## config.mk

```make
export PLATFORM = sky130hd
export DESIGN_NAME = photon_hash_ctrl
export DESIGN_NICKNAME = d
export VERILOG_FILES = /design/src/rtl/photon_hash_ctrl.sv
export SDC_FILE = /design/constraint.sdc
export NUM_CORES = 1
export LEC_CHECK = 0
export CAP_MARGIN = 10
export CORE_MARGIN = 5
export CORE_UTILIZATION = 25
export CTS_BUF_LIST = sky130_fd_sc_hd__clkbuf_16
export CTS_CLUSTER_SIZE = 14
export DETAILED_ROUTE_END_ITERATION = 16
export GPL_TIMING_DRIVEN = 0
export SKIP_LAST_GASP = 1
export SLEW_MARGIN = 40
export SYNTH_ARGS = -nofsm -noshare
export SYNTH_HDL_FRONTEND = slang
export SYNTH_SLANG_ARGS = --single-unit
```

## constraint.sdc

```tcl
create_clock -name clock -period 1.56 [get_ports clock]
set_input_delay 0.312 -clock clock [delete_from_list [all_inputs] [get_ports clock]]
set_output_delay 0.312 -clock clock [all_outputs]
set_load 0.02 [all_outputs]
```

## src/rtl/photon_hash_ctrl.sv

```systemverilog
// PHOTON-Beetle-Hash absorb sequencer: packs bytes into 4-lane rate blocks, pads, and hands off to the permutation.
// Optional byte-length counter io_dlen is built only when PHOTON_HASH_CTRL_DLEN_EN is defined.
module photon_hash_ctrl #(
    parameter int RATE_BYTES = 4,
    parameter int LEN_W      = 64
) (
    input  logic             clock,
    input  logic             reset,
    input  logic             io_start,
    input  logic             io_empty,
    input  logic             io_din_valid,
    output logic             io_din_ready,
    input  logic [7:0]       io_din_data,
    input  logic             io_din_last,
    output logic             io_blk_valid,
    output logic [7:0]       io_blk_0,
    output logic [7:0]       io_blk_1,
    output logic [7:0]       io_blk_2,
    output logic [7:0]       io_blk_3,
    output logic             io_const_valid,
    output logic [7:0]       io_constant,
    output logic             io_perm_start,
    input  logic             io_perm_done,
    output logic             io_busy,
    output logic             io_done,
    output logic [LEN_W-1:0] io_dlen
);
    localparam int IDX_W = $clog2(RATE_BYTES);

    typedef enum logic [2:0] {IDLE, FILL, ABSORB, PERM, DONE} state_t;

    state_t           state, state_next;
    logic [7:0]       lanes [RATE_BYTES];
    logic [IDX_W-1:0] idx;
    logic             final_blk;
    logic             empty_msg;
    logic             perm_first;
    logic [7:0]       constant;
    logic             accept;
    logic             idx_full;

    assign accept   = (state == FILL) && io_din_valid;
    assign idx_full = (idx == IDX_W'(RATE_BYTES - 1));

    always_ff @(posedge clock or posedge reset) begin
        if (reset) state <= IDLE;
        else       state <= state_next;
    end

    always_comb begin
        state_next = state;
        case (state)
            IDLE:    if (io_start) state_next = io_empty ? ABSORB : FILL;
            FILL:    if (accept && (idx_full || io_din_last)) state_next = ABSORB;
            ABSORB:  state_next = PERM;
            // The done seen on the request cycle belongs to an earlier operation, so only later ones count.
            PERM:    if (!perm_first && io_perm_done) state_next = final_blk ? DONE : FILL;
            DONE:    state_next = IDLE;
            default: state_next = IDLE;
        endcase
    end

    always_comb begin
        io_din_ready   = 1'b0;
        io_blk_valid   = 1'b0;
        io_const_valid = 1'b0;
        io_perm_start  = 1'b0;
        io_done        = 1'b0;
        io_busy        = (state != IDLE);
        case (state)
            FILL:    io_din_ready = 1'b1;
            ABSORB: begin
                io_blk_valid   = !empty_msg;
                io_const_valid = final_blk;
            end
            PERM:    io_perm_start = perm_first;
            DONE:    io_done = 1'b1;
            default: ;
        endcase
    end

    always_ff @(posedge clock or posedge reset) begin
        if (reset) begin
            for (int i = 0; i < RATE_BYTES; i++) lanes[i] <= '0;
            idx        <= '0;
            final_blk  <= 1'b0;
            empty_msg  <= 1'b0;
            perm_first <= 1'b0;
            constant   <= '0;
        end else begin
            perm_first <= (state == ABSORB);
            case (state)
                IDLE: if (io_start) begin
                    for (int i = 0; i < RATE_BYTES; i++) lanes[i] <= '0;
                    idx       <= '0;
                    final_blk <= io_empty;
                    empty_msg <= io_empty;
                    constant  <= io_empty ? 8'd1 : 8'd0;
                end
                FILL: if (accept) begin
                    lanes[idx] <= io_din_data;
                    idx        <= idx + IDX_W'(1);
                    if (idx_full) begin
                        final_blk <= io_din_last;
                        constant  <= 8'd1;
                    end else if (io_din_last) begin
                        // Pad: a single 0x01 right after the last byte; remaining lanes are already zero.
                        lanes[idx + IDX_W'(1)] <= 8'h01;
                        final_blk              <= 1'b1;
                        constant               <= 8'd2;
                    end
                end
                PERM: if (state_next == FILL) begin
                    for (int i = 0; i < RATE_BYTES; i++) lanes[i] <= '0;
                    idx <= '0;
                end
                default: ;
            endcase
        end
    end

    assign io_blk_0    = lanes[0];
    assign io_blk_1    = lanes[1];
    assign io_blk_2    = lanes[2];
    assign io_blk_3    = lanes[3];
    assign io_constant = constant;

`ifdef PHOTON_HASH_CTRL_DLEN_EN
    logic [LEN_W-1:0] dlen;

    always_ff @(posedge clock or posedge reset) begin
        if (reset)                         dlen <= '0;
        else if (state == IDLE && io_start) dlen <= '0;
        else if (accept)                   dlen <= dlen + LEN_W'(1);
    end

    assign io_dlen = dlen;
`else
    assign io_dlen = '0;
`endif

endmodule

```

==> impl_metrics.csv, run 1 <==
group,metric,value,unit
global_route,vias_in_the_first_global_route,1816,
global_route,maximum_number_of_pins_on_one_net_before_global_route_repair,43,
critical_path,critPathKind,"reg2out",
status,outcome,"complete, but fails checks",
timing,timing.setup.tns,-0.222,ns
timing,period_share,102,%
critical_path,timing.critical_path.arrival,1.28,ns
critical_path,crit_slowest_cell,"sky130_fd_sc_hd__dfrtp_2",
synth,synthesis.area,2320,sq um
critical_path,cp_cell_sequence,"nor2_4 > nand2_2 > clkinv_4 > buf_4",
place,numPortBuffers,54,
floorplan,die_area,11300,sq um
synth,ys_top_cells_by_area,"sky130_fd_sc_hd__dfrtp_1, sky130_fd_sc_hd__buf_4, sky130_fd_sc_hd__a22o_1",
timing,final_clock_skew,0.00458,ns
global_route,globalRouteTotalUtil,10.1,%
drt,detail_route.wl_per_cell,12.8,um
final_layout,layout.cells.most_common,"sky130_fd_sc_hd__buf_4",
timing,final_count_of_pins_violating_max_slew,0,
timing,worst-slew-pin-transition,0.513,ns
status,violated_checks,"negative setup slack",
timing,final-setup-viol-count,12,
floorplan,floorplan.initialDensity,25.3,%
critical_path,critical_path.endpoint_type,"output port",
final_layout,n_antenna_cell,0,
synth,synth.avg_cell_area,10.4,sq um
job,max_cap_viols,0,
critical_path,critical_path_required,1.25,ns
synth,number_of_distinct_library_cell_variants_in_the_gate_level_netlist_after_synthesis,30,
timing,slew_headroom,65.8,%
floorplan,fp.dieW,106,um
place,gpl.final_weighted_congestion,0.788,
place,place_ws,-0.437,ns
final_layout,fillCellCount,895,
global_route,grt_overflow_total,0,
critical_path,worst_setup_path_start_kind,"flip-flop",
timing,setup_ws,-0.0360,ns
drt,drt_pre_antenna_iters,4,
timing,rsz0062_at_grt,"yes",
drt,drt_first_iter_violations,78,
final_layout,layout_common_cells,"sky130_fd_sc_hd__buf_4, sky130_fd_sc_hd__conb_1, sky130_fd_sc_hd__dfrtp_1",
clock_network,tritoncts.num_buffers,5,
drt,number_of_vias_after_detailed_routing,1888,
timing,period_needed,1.60,ns
place,dpl.cell_count,456,
power,max-vdd-ir-drop,0.634,mV
synth,number_of_instances_in_the_synthesized_netlist,222,
synth,number_of_warnings_printed_during_yosys_synthesis,0,
clock_network,clockBufferDepth,2,
final_layout,final_cell_count_no_fill,479,
synth,synth_largest_area_cell,"sky130_fd_sc_hd__dfrtp_1",
clock_network,cts.root.buffer_cell,"sky130_fd_sc_hd__clkbuf_16",
clock_network,numClockSinks,42,
hold_path,min-delay-path-class,"in2async",
final_layout,drive_above_1_share,34.8,%
synth,synth.yosys.seq_area_share,45.4,%
synth,postSynthRegisterBits,42,
critical_path,worstPathMaxFanout,9,
floorplan,fp.coreArea,9150,sq um
clock_network,clock_tree_from_tritoncts,"done",
drt,drc_violations,0,
final_layout,area_added_between_synthesis_and_finish,59.1,%
clock_network,htree_levels,2,
drt,ant_nets,0,
floorplan,io_pins,125,
critical_path,worst_path_largest_cell_delay,0.46,ns
global_route,antenna_found_initial,0,
synth,synth_top_cell_area_share,45.4,%
place,dp_hpwl,4430,um
clock_network,clock_insertion_delay_worst_skew,0.28,ns
timing,timing.final.hold_violations,0,
global_route,wire_length_of_the_first_global_routing_pass,9210,um
final_layout,design.final.nets,386,
drt,finalWirelength,6130,um
power,power.density,1660,nW/um^2
drt,vias_per_cell,3.94,
power,p_leak,2.09,nW
clock_network,hold_buffers,0,
timing,highest_clock_rate,627,MHz
clock_network,clk_pin_slew,0.06,ns
floorplan,core.rowCount,35,
floorplan,floorplan.die.height,106,um
==> critical path: cells and delay by family, from the launching register on <==
kind / cells / cell delay [ns]
buf+inv: 2 / 0.25
flops: 1 / 0.46
simple gates: 2 / 0.29
==> logic make-up after synthesis <==
kind of cell               count (synthesis)  share of synthesized area (%)
DFF                                       42                           45.4
buffers and inverters                     79                           24.6
other                                      1                          0.162
AOI/OAI and AO/OA                         53                           17.4
muxes                                      4                           1.84
and+or+nand+nor                           39                           8.43
adders and majority gates                  4                           2.16
==> cells in the mapped netlist <==
library cell	number
sky130_fd_sc_hd__o21ai_1	3
sky130_fd_sc_hd__clkinv_1	1
sky130_fd_sc_hd__nor2b_1	2
sky130_fd_sc_hd__dfrtp_1	42
sky130_fd_sc_hd__a31oi_1	1
sky130_fd_sc_hd__o21ai_0	8
sky130_fd_sc_hd__a22o_1	29
sky130_fd_sc_hd__inv_1	6
sky130_fd_sc_hd__nand2_1	10
sky130_fd_sc_hd__buf_6	1
sky130_fd_sc_hd__o211ai_1	1
sky130_fd_sc_hd__nand2b_1	4
sky130_fd_sc_hd__mux2i_1	2
sky130_fd_sc_hd__conb_1	1
sky130_fd_sc_hd__and3b_1	1
sky130_fd_sc_hd__a211oi_2	1
sky130_fd_sc_hd__ha_1	4
sky130_fd_sc_hd__nor2_1	11
sky130_fd_sc_hd__nand3_1	2
sky130_fd_sc_hd__o21ai_2	1
sky130_fd_sc_hd__nor3_1	2
sky130_fd_sc_hd__nand3b_1	3
sky130_fd_sc_hd__mux2_2	2
sky130_fd_sc_hd__o2bb2ai_2	1
sky130_fd_sc_hd__o32ai_1	1
sky130_fd_sc_hd__nor3b_1	2
sky130_fd_sc_hd__buf_4	71
sky130_fd_sc_hd__a21oi_1	7
sky130_fd_sc_hd__or2_1	1
sky130_fd_sc_hd__or3_1	1
==> what timing repair did <==
| item | 4_1_cts | 5_1_grt |
|---|---|---|
| cloned | 0 | 1 |
| setup buffers | 8 | 6 |
| pin swaps | 2 | 4 |
| endpoints found under the hold margin | 0 | 0 |
| endpoints found under the setup margin | 63 | 49 |
| resized for setup | 74 | 39 |
==> metrics by stage <==
stage	area, sq um	total power (W)	hold slack [ns]	util, %
final	3680	0.00611	0.442	40.3
after global routing	3680	0.00648	0.502	40.3
after floorplan	2570	0.00339	0.452	-
after detailed placement	3260	0.00444	0.482	35.6
after CTS	3490	0.00573	0.460	38.2
after global placement	3250	0.00440	0.483	35.6
==> registers in the layout (all words and copies together), names as in the netlist <==
name and cells:
idx 2, state 3, io_blk_1 8, io_constant 2, perm_first 1, final_blk 1, io_blk_3 8, empty_msg 1
io_blk_0 8, io_blk_2 8
==> cell type report <==
type / count / area [sq um] / area share [%]
inverter: 7 / 33.8 / 0.917
sequential: 42 / 1050 / 28.6
multi-input combinational: 170 / 1100 / 30.0
timing repair buffer: 69 / 638 / 17.3
clock inverter: 3 / 41.3 / 1.12
buffer: 72 / 548 / 14.9
tap: 111 / 139 / 3.77
clock buffer: 5 / 125 / 3.40
==> layer usage <==
layer  GRT usage, %  share of wire, %  up-vias
li1               -                 -      926
met1           12.0                42      885
met2           17.6                49       67
met3           1.88               6.3       10
met4           4.81               2.3        0
met5              0                 0        -
==> path summary, 6_finish.rpt <==
| path | to | cells after the start | slack, ns | startpoint |
|---|---|---|---|---|
| worst max-delay path | io_din_ready | 4 | -0.04 | state[2] |
| worst min-delay path | io_blk_2[4] | 2 | 0.44 | reset |
| worst max register to register | io_blk_2[7] | 5 | -0.02 | state[2] |
| worst min register to register | io_blk_3[5] | 1 | 0.49 | io_blk_3[5] |
| max in group asynchronous | state[2] | 2 | 0.74 | reset |
| min in group clock | io_blk_3[5] | 1 | 0.49 | io_blk_3[5] |
==> where the power goes <==
| group | internal (W) | switching (W) | total, W |
|---|---|---|---|
| clock network | 0.000748 | 0.000401 | 0.00115 |
| registers | 0.00146 | 0.000267 | 0.00172 |
| logic | 0.00140 | 0.00184 | 0.00323 |
(Power assumes the default switching activity.)
==> inputs of run 2 (changes only) <==
--- a/config.mk
+++ b/config.mk
@@ -5,6 +5,7 @@
 export SDC_FILE = /design/constraint.sdc
 export NUM_CORES = 1
 export LEC_CHECK = 0
+export ABC_CLOCK_PERIOD_IN_PS = 1560
 export CAP_MARGIN = 10
 export CORE_MARGIN = 5
 export CORE_UTILIZATION = 25
==> results of run 2 <==
Same layout as run 1: the final DEF is identical, and so are final timing and power.
